===== src/rtl/note_acceptor.sv =====
// note_acceptor: banknote validator FSM feeding a downstream note buffer, with saturating totals.
// Define NOTE_FIFO_EN for a 4-entry note FIFO; otherwise the buffer is a single holding register.
module note_acceptor (
    input  logic        clk,
    input  logic        rst_n,
    input  logic        en,
    input  logic        clr,
    input  logic        note_vld,
    input  logic [2:0]  note_code,
    input  logic        ia_rdy,
    output logic [9:0]  ia,
    output logic        ia_vld,
    output logic        reject,
    output logic        busy,
    output logic [13:0] total,
    output logic [7:0]  note_cnt
);
`ifdef NOTE_FIFO_EN
    localparam int DEPTH = 4;
`else
    localparam int DEPTH = 1;
`endif
    localparam int AW = (DEPTH > 1) ? $clog2(DEPTH) : 1;

    typedef enum logic [1:0] {IDLE, CHECK, ACCEPT, REJECT} state_t;

    state_t        r_state, w_next;
    logic [2:0]    r_code;
    logic [9:0]    r_mem [0:(1<<AW)-1];
    logic [AW-1:0] r_rd, r_wr;
    logic [2:0]    r_cnt;
    logic [13:0]   r_total;
    logic [7:0]    r_note_cnt;
    logic [9:0]    w_val;
    logic [14:0]   w_sum;
    logic          w_full, w_push, w_pop;

    function automatic logic [AW-1:0] f_inc(input logic [AW-1:0] p);
        return (p == AW'(DEPTH - 1)) ? '0 : p + AW'(1);
    endfunction

    always_comb begin
        w_val = '0;
        case (r_code)
            3'd1:    w_val = 10'd5;
            3'd2:    w_val = 10'd10;
            3'd3:    w_val = 10'd20;
            3'd4:    w_val = 10'd50;
            3'd5:    w_val = 10'd100;
            3'd6:    w_val = 10'd500;
            3'd7:    w_val = 10'd1000;
            default: w_val = '0;
        endcase
    end

    // Fullness is the registered count, so a pop on the CHECK edge cannot help that note.
    assign w_full = (r_cnt == 3'(DEPTH));
    assign w_push = (r_state == ACCEPT);
    assign w_pop  = ia_vld && ia_rdy;
    assign w_sum  = {1'b0, r_total} + 15'(w_val);

    always_comb begin
        w_next = r_state;
        case (r_state)
            IDLE:    w_next = note_vld ? CHECK : IDLE;
            CHECK:   w_next = (w_val != '0 && en && !w_full) ? ACCEPT : REJECT;
            default: w_next = IDLE;
        endcase
    end

    always_ff @(posedge clk or negedge rst_n) begin
        if (!rst_n) begin
            r_state <= IDLE;
            r_code  <= '0;
        end else begin
            r_state <= clr ? IDLE : w_next;
            if (!clr && r_state == IDLE && note_vld)
                r_code <= note_code;
        end
    end

    always_ff @(posedge clk or negedge rst_n) begin
        if (!rst_n) begin
            r_rd  <= '0;
            r_wr  <= '0;
            r_cnt <= '0;
        end else if (clr) begin
            r_rd  <= '0;
            r_wr  <= '0;
            r_cnt <= '0;
        end else begin
            if (w_push)
                r_wr <= f_inc(r_wr);
            if (w_pop)
                r_rd <= f_inc(r_rd);
            r_cnt <= r_cnt + 3'(w_push) - 3'(w_pop);
        end
    end

    always_ff @(posedge clk) begin
        if (w_push && !clr)
            r_mem[r_wr] <= w_val;
    end

    always_ff @(posedge clk or negedge rst_n) begin
        if (!rst_n) begin
            r_total    <= '0;
            r_note_cnt <= '0;
        end else if (clr) begin
            r_total    <= '0;
            r_note_cnt <= '0;
        end else if (w_push) begin
            r_total    <= w_sum[14] ? 14'h3FFF : w_sum[13:0];
            r_note_cnt <= (&r_note_cnt) ? r_note_cnt : r_note_cnt + 8'd1;
        end
    end

    assign ia_vld   = (r_cnt != '0);
    assign ia       = ia_vld ? r_mem[r_rd] : '0;
    assign reject   = (r_state == REJECT);
    assign busy     = (r_state != IDLE);
    assign total    = r_total;
    assign note_cnt = r_note_cnt;
endmodule

===== config.mk =====
export PLATFORM = sky130hd
export DESIGN_NAME = note_acceptor
export DESIGN_NICKNAME = d
export VERILOG_FILES = /design/src/rtl/note_acceptor.sv
export SDC_FILE = /design/constraint.sdc
export NUM_CORES = 1
export LEC_CHECK = 0
export BUFFER_PORTS_ARGS = -buffer_cell sky130_fd_sc_hd__buf_2
export CORE_UTILIZATION = 59
export CTS_CLUSTER_DIAMETER = 120
export DETAILED_ROUTE_END_ITERATION = 16
export GPL_TIMING_DRIVEN = 0
export PLACE_DENSITY = 0.91
export SYNTH_ARGS = -nofsm -noshare
export SYNTH_HDL_FRONTEND = slang
export SYNTH_SLANG_ARGS = --single-unit

===== constraint.sdc =====
create_clock -name clk -period 4.46 [get_ports clk]
set_input_delay 0 -clock clk [delete_from_list [all_inputs] [get_ports clk]]
set_output_delay 0 -clock clk [all_outputs]
set_load 0.05 [all_outputs]

After elaboration in Yosys (flattened, before gate mapping). Memories as Yosys holds them, arrays and structs flattened. Index checks and enable logic that the tools add are counted.

Bits in registers: 32. Bits in writable memories: 20. Bits of input ports: 9. Output and inout bits: 35. Memories: 1.

Memory list: r_mem (words 2, width 10, rd ports 1, clocked after Yosys merged registers in 0, wr ports 1, line 29) `logic [9:0] r_mem [0:(1<<AW)-1];`.

Add/subtract/negate cells: 6. Equality and inequality tests: 12. Multiplexer cells: 21. Reductions and logical operators: 16.

Operator list (number): $pmux 10 s7 (1); $mux 14 (3); $mux 8 (3); $add 14x10->15 (1); $eq 3x3->1 const B (4); $mux 1 (10); $mux 10 (1); $reduce_bool 10->1 (1); $add 8x1->8 const B (1); $reduce_and 8->1 (1); $eq 3x1->1 const B (2); $eq 3x2->1 const B (2); $logic_and 1x1->1 (6); $reduce_bool 2->1 (3); $eq 2x2->1 const B (2); $pmux 2 s2 (1); $add 3x1->3 (1); $mux 3 (1); $reduce_bool 3->1 (1); $sub 3x1->3 (1); $add 1x1->1 const B (2); $eq 2x1->1 const B (1); $logic_not 1->1 (2); $logic_not 2->1 (1); other kinds (3) (3).

Longest topological paths before layout.
Depth in word-level cells: 8. Gate-level depth with buffers: 11. Mapped depth without buffers: 9.

Worst setup path before layout. Ideal clock, no wire load.

Path type: reg2reg. Start point: reg r_code[2]. End point: reg r_total[10], in the netlist total[10]. Library setup time: 0.099 ns. Data arrival time: 2.422 ns. Required time: 4.361 ns. Slack: 1.939 ns. Cell stages (with the launch flop): 11. Buffers on the path: 1. Cells stage by stage: dfrtp_1 -> clkbuf_1 -> nand2b_1 -> nor2_1 -> ha_1 -> fa_1 -> a21oi_2 -> o211ai_1 -> a2111o_1 -> and3_1 -> a311oi_1.

Cells in the longest elaborated chain, start to end: 6. Elaborated cells on any way between the ends: 12. Those cells by class: 1 x add/sub; 7 x eq/ne; 4 x mux.

RTL lines: start: declaration (line 28) `logic [2:0] r_code;`; start signal: assignment (line 78) `r_code <= note_code;`; $eq 3x3->1, or another cell as far along (line 44) `case (r_code)`; $pmux 10 s7 (*) (line 44); via w_val[0] (line 34) `logic [9:0] w_val;`; $add 14x10->15 (*) (line 60) `assign w_sum = {1'b0, r_total} + 15'(w_val);`; $mux 14 (*) (line 113) `r_total <= w_sum[14] ? 14'h3FFF : w_sum[13:0];`; $mux 14 (*) (line 112) `end else if (w_push) begin`; $mux 14 (*) (line 109) `end else if (clr) begin`; end signal: assignment (line 113); end: declaration (line 32) `logic [13:0] r_total;`.

Mark *: on every way through the listed nets, which the timed path passes. The rest lies on a longest branch. The select of a mux whose other input is x is not followed. A chain may end at the register's enable or synchronous reset.

Worst setup path after layout.
Start point: reg r_code[2]. End point: reg r_total[12], in the netlist total[12].

Same word-level chain as after synthesis.

==> metrics.yaml <==
run_status:
  result_of_the_run: "finished clean"
clock_tree:
  cts_max_level: 2
  clkLatencyLatePin_ns: 0.29
  postCtsSetupBuffers: 0
  tritoncts_num_sinks: 39
  cts_buffer_depth: 2
  cts_root_buffer: "sky130_fd_sc_hd__clkbuf_8"
  clk_pin_slew_ns: 0.08
  cts_tree: "done"
  cts_inserted_buffers: 5
sta:
  crit_share_post_route_pct: 64.9
  rsz0062_at_grt: "false"
  tightest_slew_ns: 1.07
  timing.final.hold_violations: 0
  final.setup_skew_ns: 0.00797
  final_period_minus_worst_setup_slack_ns: 2.89
  final-setup-viol-count: 0
  final.setup.tns_ns: 0
  clock.fmax_mhz: 346
  finalMaxSlewViolations: 0
  max_transition_margin_pct: 27.4
critical_path:
  crit_buf_inv: 1
  worst_path_dominant_cell_family: "compound AO/OA/AOI/OAI gates"
  cp-start-kind: "flip-flop"
  worstSetupEndpointType: "flip-flop"
  worst-endpoint-arrival_ns: 3.08
  critical-path-slowest-cell: "sky130_fd_sc_hd__a2111o_1"
  critical_path.max_fanout: 9
  timing.setup.critical_path_class: "reg2reg"
  critPathMaxStageDelay_ns: 0.44
  worst_path_cell_chain: "clkbuf_1 -> nand2b_1 -> nor2_1 -> ha_1 -> fa_1 -> a21oi_2 -> o211ai_1 -> a2111o_1 -> and3_1 -> a311oi_1"
  worst-endpoint-required_ns: 4.65
die:
  placementRows: 22
  chipHeight_um: 64.8
  die_area_um2: 4200
  core_area_um2: 3720
  dieWidth_um: 64.8
  initial_core_util_pct: 62.6
  design.portCount: 44
layout:
  drive_above_1_share_pct: 21.5
  syn_to_final_growth_pct: 18.4
  nets_final: 311
  number_of_inserted_filler_cells_in_the_final_layout: 256
  antenna_cells: 0
  finish.cell_count_without_fillers: 336
global_route:
  global_route.usage.total_pct: 28.7
  grt_pass1_wl_um: 8940
  gr-total-overflow: 0
  grt_antenna_before_repair: 0
  via_count_of_the_first_global_routing_pass: 1896
  grt_start_max_net_pins: 31
drt:
  detail_route.vias_per_cell: 6.07
  firstDrtPassIters: 4
  detailroute.via_count: 2038
  postRouteWirelength_um: 5330
  wl_per_cell_um: 15.9
  drt.antenna.violating_nets: 0
  drt_first_iter_violations: 220
  detail_route.drc_violations: 0
synth:
  yosys_register_bits: 39
  synth_enable_flop_cells: 9
  synth.top_cells.by_area: "sky130_fd_sc_hd__dfrtp_1 (32%), sky130_fd_sc_hd__edfxtp_1 (12%), sky130_fd_sc_hd__ha_1 (7.0%)"
  syn-num-nets: 257
  avgSynthCellArea_um2: 9.98
  warnings_from_yosys: 0
  yosys.cell_types.count: 46
  synth_top_area_share_pct: 32.3
  async_reset_ff_share_pct: 76.9
  synth-main-ff-cell: "sky130_fd_sc_hd__dfrtp_1"
  synth-seq-area-share_pct: 43.9
  post_synth_most_frequent_cells: "sky130_fd_sc_hd__dfrtp_1 (30), sky130_fd_sc_hd__nor2_1 (27), sky130_fd_sc_hd__a21oi_1 (13), sky130_fd_sc_hd__ha_1 (13), sky130_fd_sc_hd__inv_1 (13)"
  synth_most_common_cell: "sky130_fd_sc_hd__dfrtp_1"
  gate_count_of_the_mapped_netlist: 233
  mappedNetlistArea_um2: 2320
  cell_taking_the_most_area_after_synthesis: "sky130_fd_sc_hd__dfrtp_1"
placed_design:
  dpl.hpwl_um: 3830
  post-place-cells: 324
  finalWeightedCongestion: 0.888
  place.port_buffers: 43
pwr:
  p_leak_uw: 0.00132
  power_per_cell_area_nw_per_um2: 490
  vdd.ir_drop.worst_uv: 314
min_path:
  worst_hold_path_type: "in2reg"
job:
  cap_viol_max_count: 0
[routing by layer]
metal | global-route usage, % | vias up | share of wire (%)
met3 | 5.99 | 9 | 5.1
li1 | - | 958 | -
met4 | 10.8 | 0 | 1.9
met1 | 36.1 | 996 | 43
met2 | 48.2 | 75 | 50
met5 | 0 | - | 0
[flip-flops by register name, indices dropped and copies added, names as in the netlist]
| name | count |
|---|---|
| r_cnt | 3 |
| r_state | 2 |
| note_cnt | 8 |
| r_mem | 9 |
| total | 14 |
| r_code | 3 |
[cells by family (layout without fill, tap and decap cells)]
kind of cell / Yosys count / count (layout) / share of synthesized area [%]
AND/OR/NAND/NOR: 78 / 78 / 17.7
AO/OA/AOI/OAI: 57 / 57 / 17.8
flip-flops: 39 / 39 / 43.9
buffers and inverters: 24 / 79 / 4.14
XOR/XNOR: 17 / 17 / 6.40
adder cells (fa/ha/maj): 15 / 15 / 8.72
multiplexers: 3 / 3 / 1.40
[worst min-delay path, cell delays in order]
cell and delay (ns):
sky130_fd_sc_hd__buf_2 0.10, sky130_fd_sc_hd__o311ai_0 0.13, sky130_fd_sc_hd__a21o_1 0.14
[report_power, final]
part           switching, uW  internal [uW]  leakage (uW)
sequential              29.5            405      0.000489
clock                    123            166     0.0000581
combinational            433            190      0.000769
total                    586            762       0.00132
[metrics by stage]
step	hold slack [ns]	power [uW]	utilization, %	instance area, um^2	setup WS, ns
2_1_floorplan	-0.296	920	-	2320	1.94
3_3_place_gp	0.0738	1030	70.0	2600	1.70
3_5_place_dp	0.0721	1060	70.0	2600	1.63
4_1_cts	0.0950	1350	74.1	2750	1.58
5_1_grt	0.112	1430	74.1	2750	1.43
6_report	0.108	1350	74.1	2750	1.57
[cell type report]
type	count	area, um^2	area share (%)
Tap cell	48	60.1	2.18
Clock inverter	3	43.8	1.59
Timing Repair Buffer	47	255	9.27
Inverter	13	48.8	1.77
Buffer	11	47.5	1.73
Sequential cell	39	1020	37.1
Clock buffer	5	68.8	2.50
Multi-Input combinational cell	170	1210	43.9
[repair_timing]
item                       in CTS  in global routing
hold endpoints to repair       33                  0
gates resized for setup         0                  0
setup endpoints to repair       0                  0
hold buffers                    4                  0
[path summary, 6_finish.rpt]
path,endpoint,slack [ns],depth (start not counted),start
max,total[12],1.57,10,r_code[2]
min,r_state[0],0.11,3,en
max reg2reg,total[12],1.57,10,r_code[2]
min reg2reg,r_state[1],0.56,1,r_state[1]
max in group asynchronous,total[9],3.75,2,rst_n
min in group asynchronous,r_state[0],0.28,2,rst_n
[placed cells by master (no fill, tap or decap), drive strengths merged, types with 11 or more instances in the layout]
cell type	synthesis	routed
buf	3	46
dfrtp	30	30
nor2	27	27
a21oi	14	14
inv	13	13
ha	13	13
clkbuf	8	13
nor2b	12	12
xor2	11	11
a311oi	11	11
No activity file was read; power rests on OpenSTA's default activity.
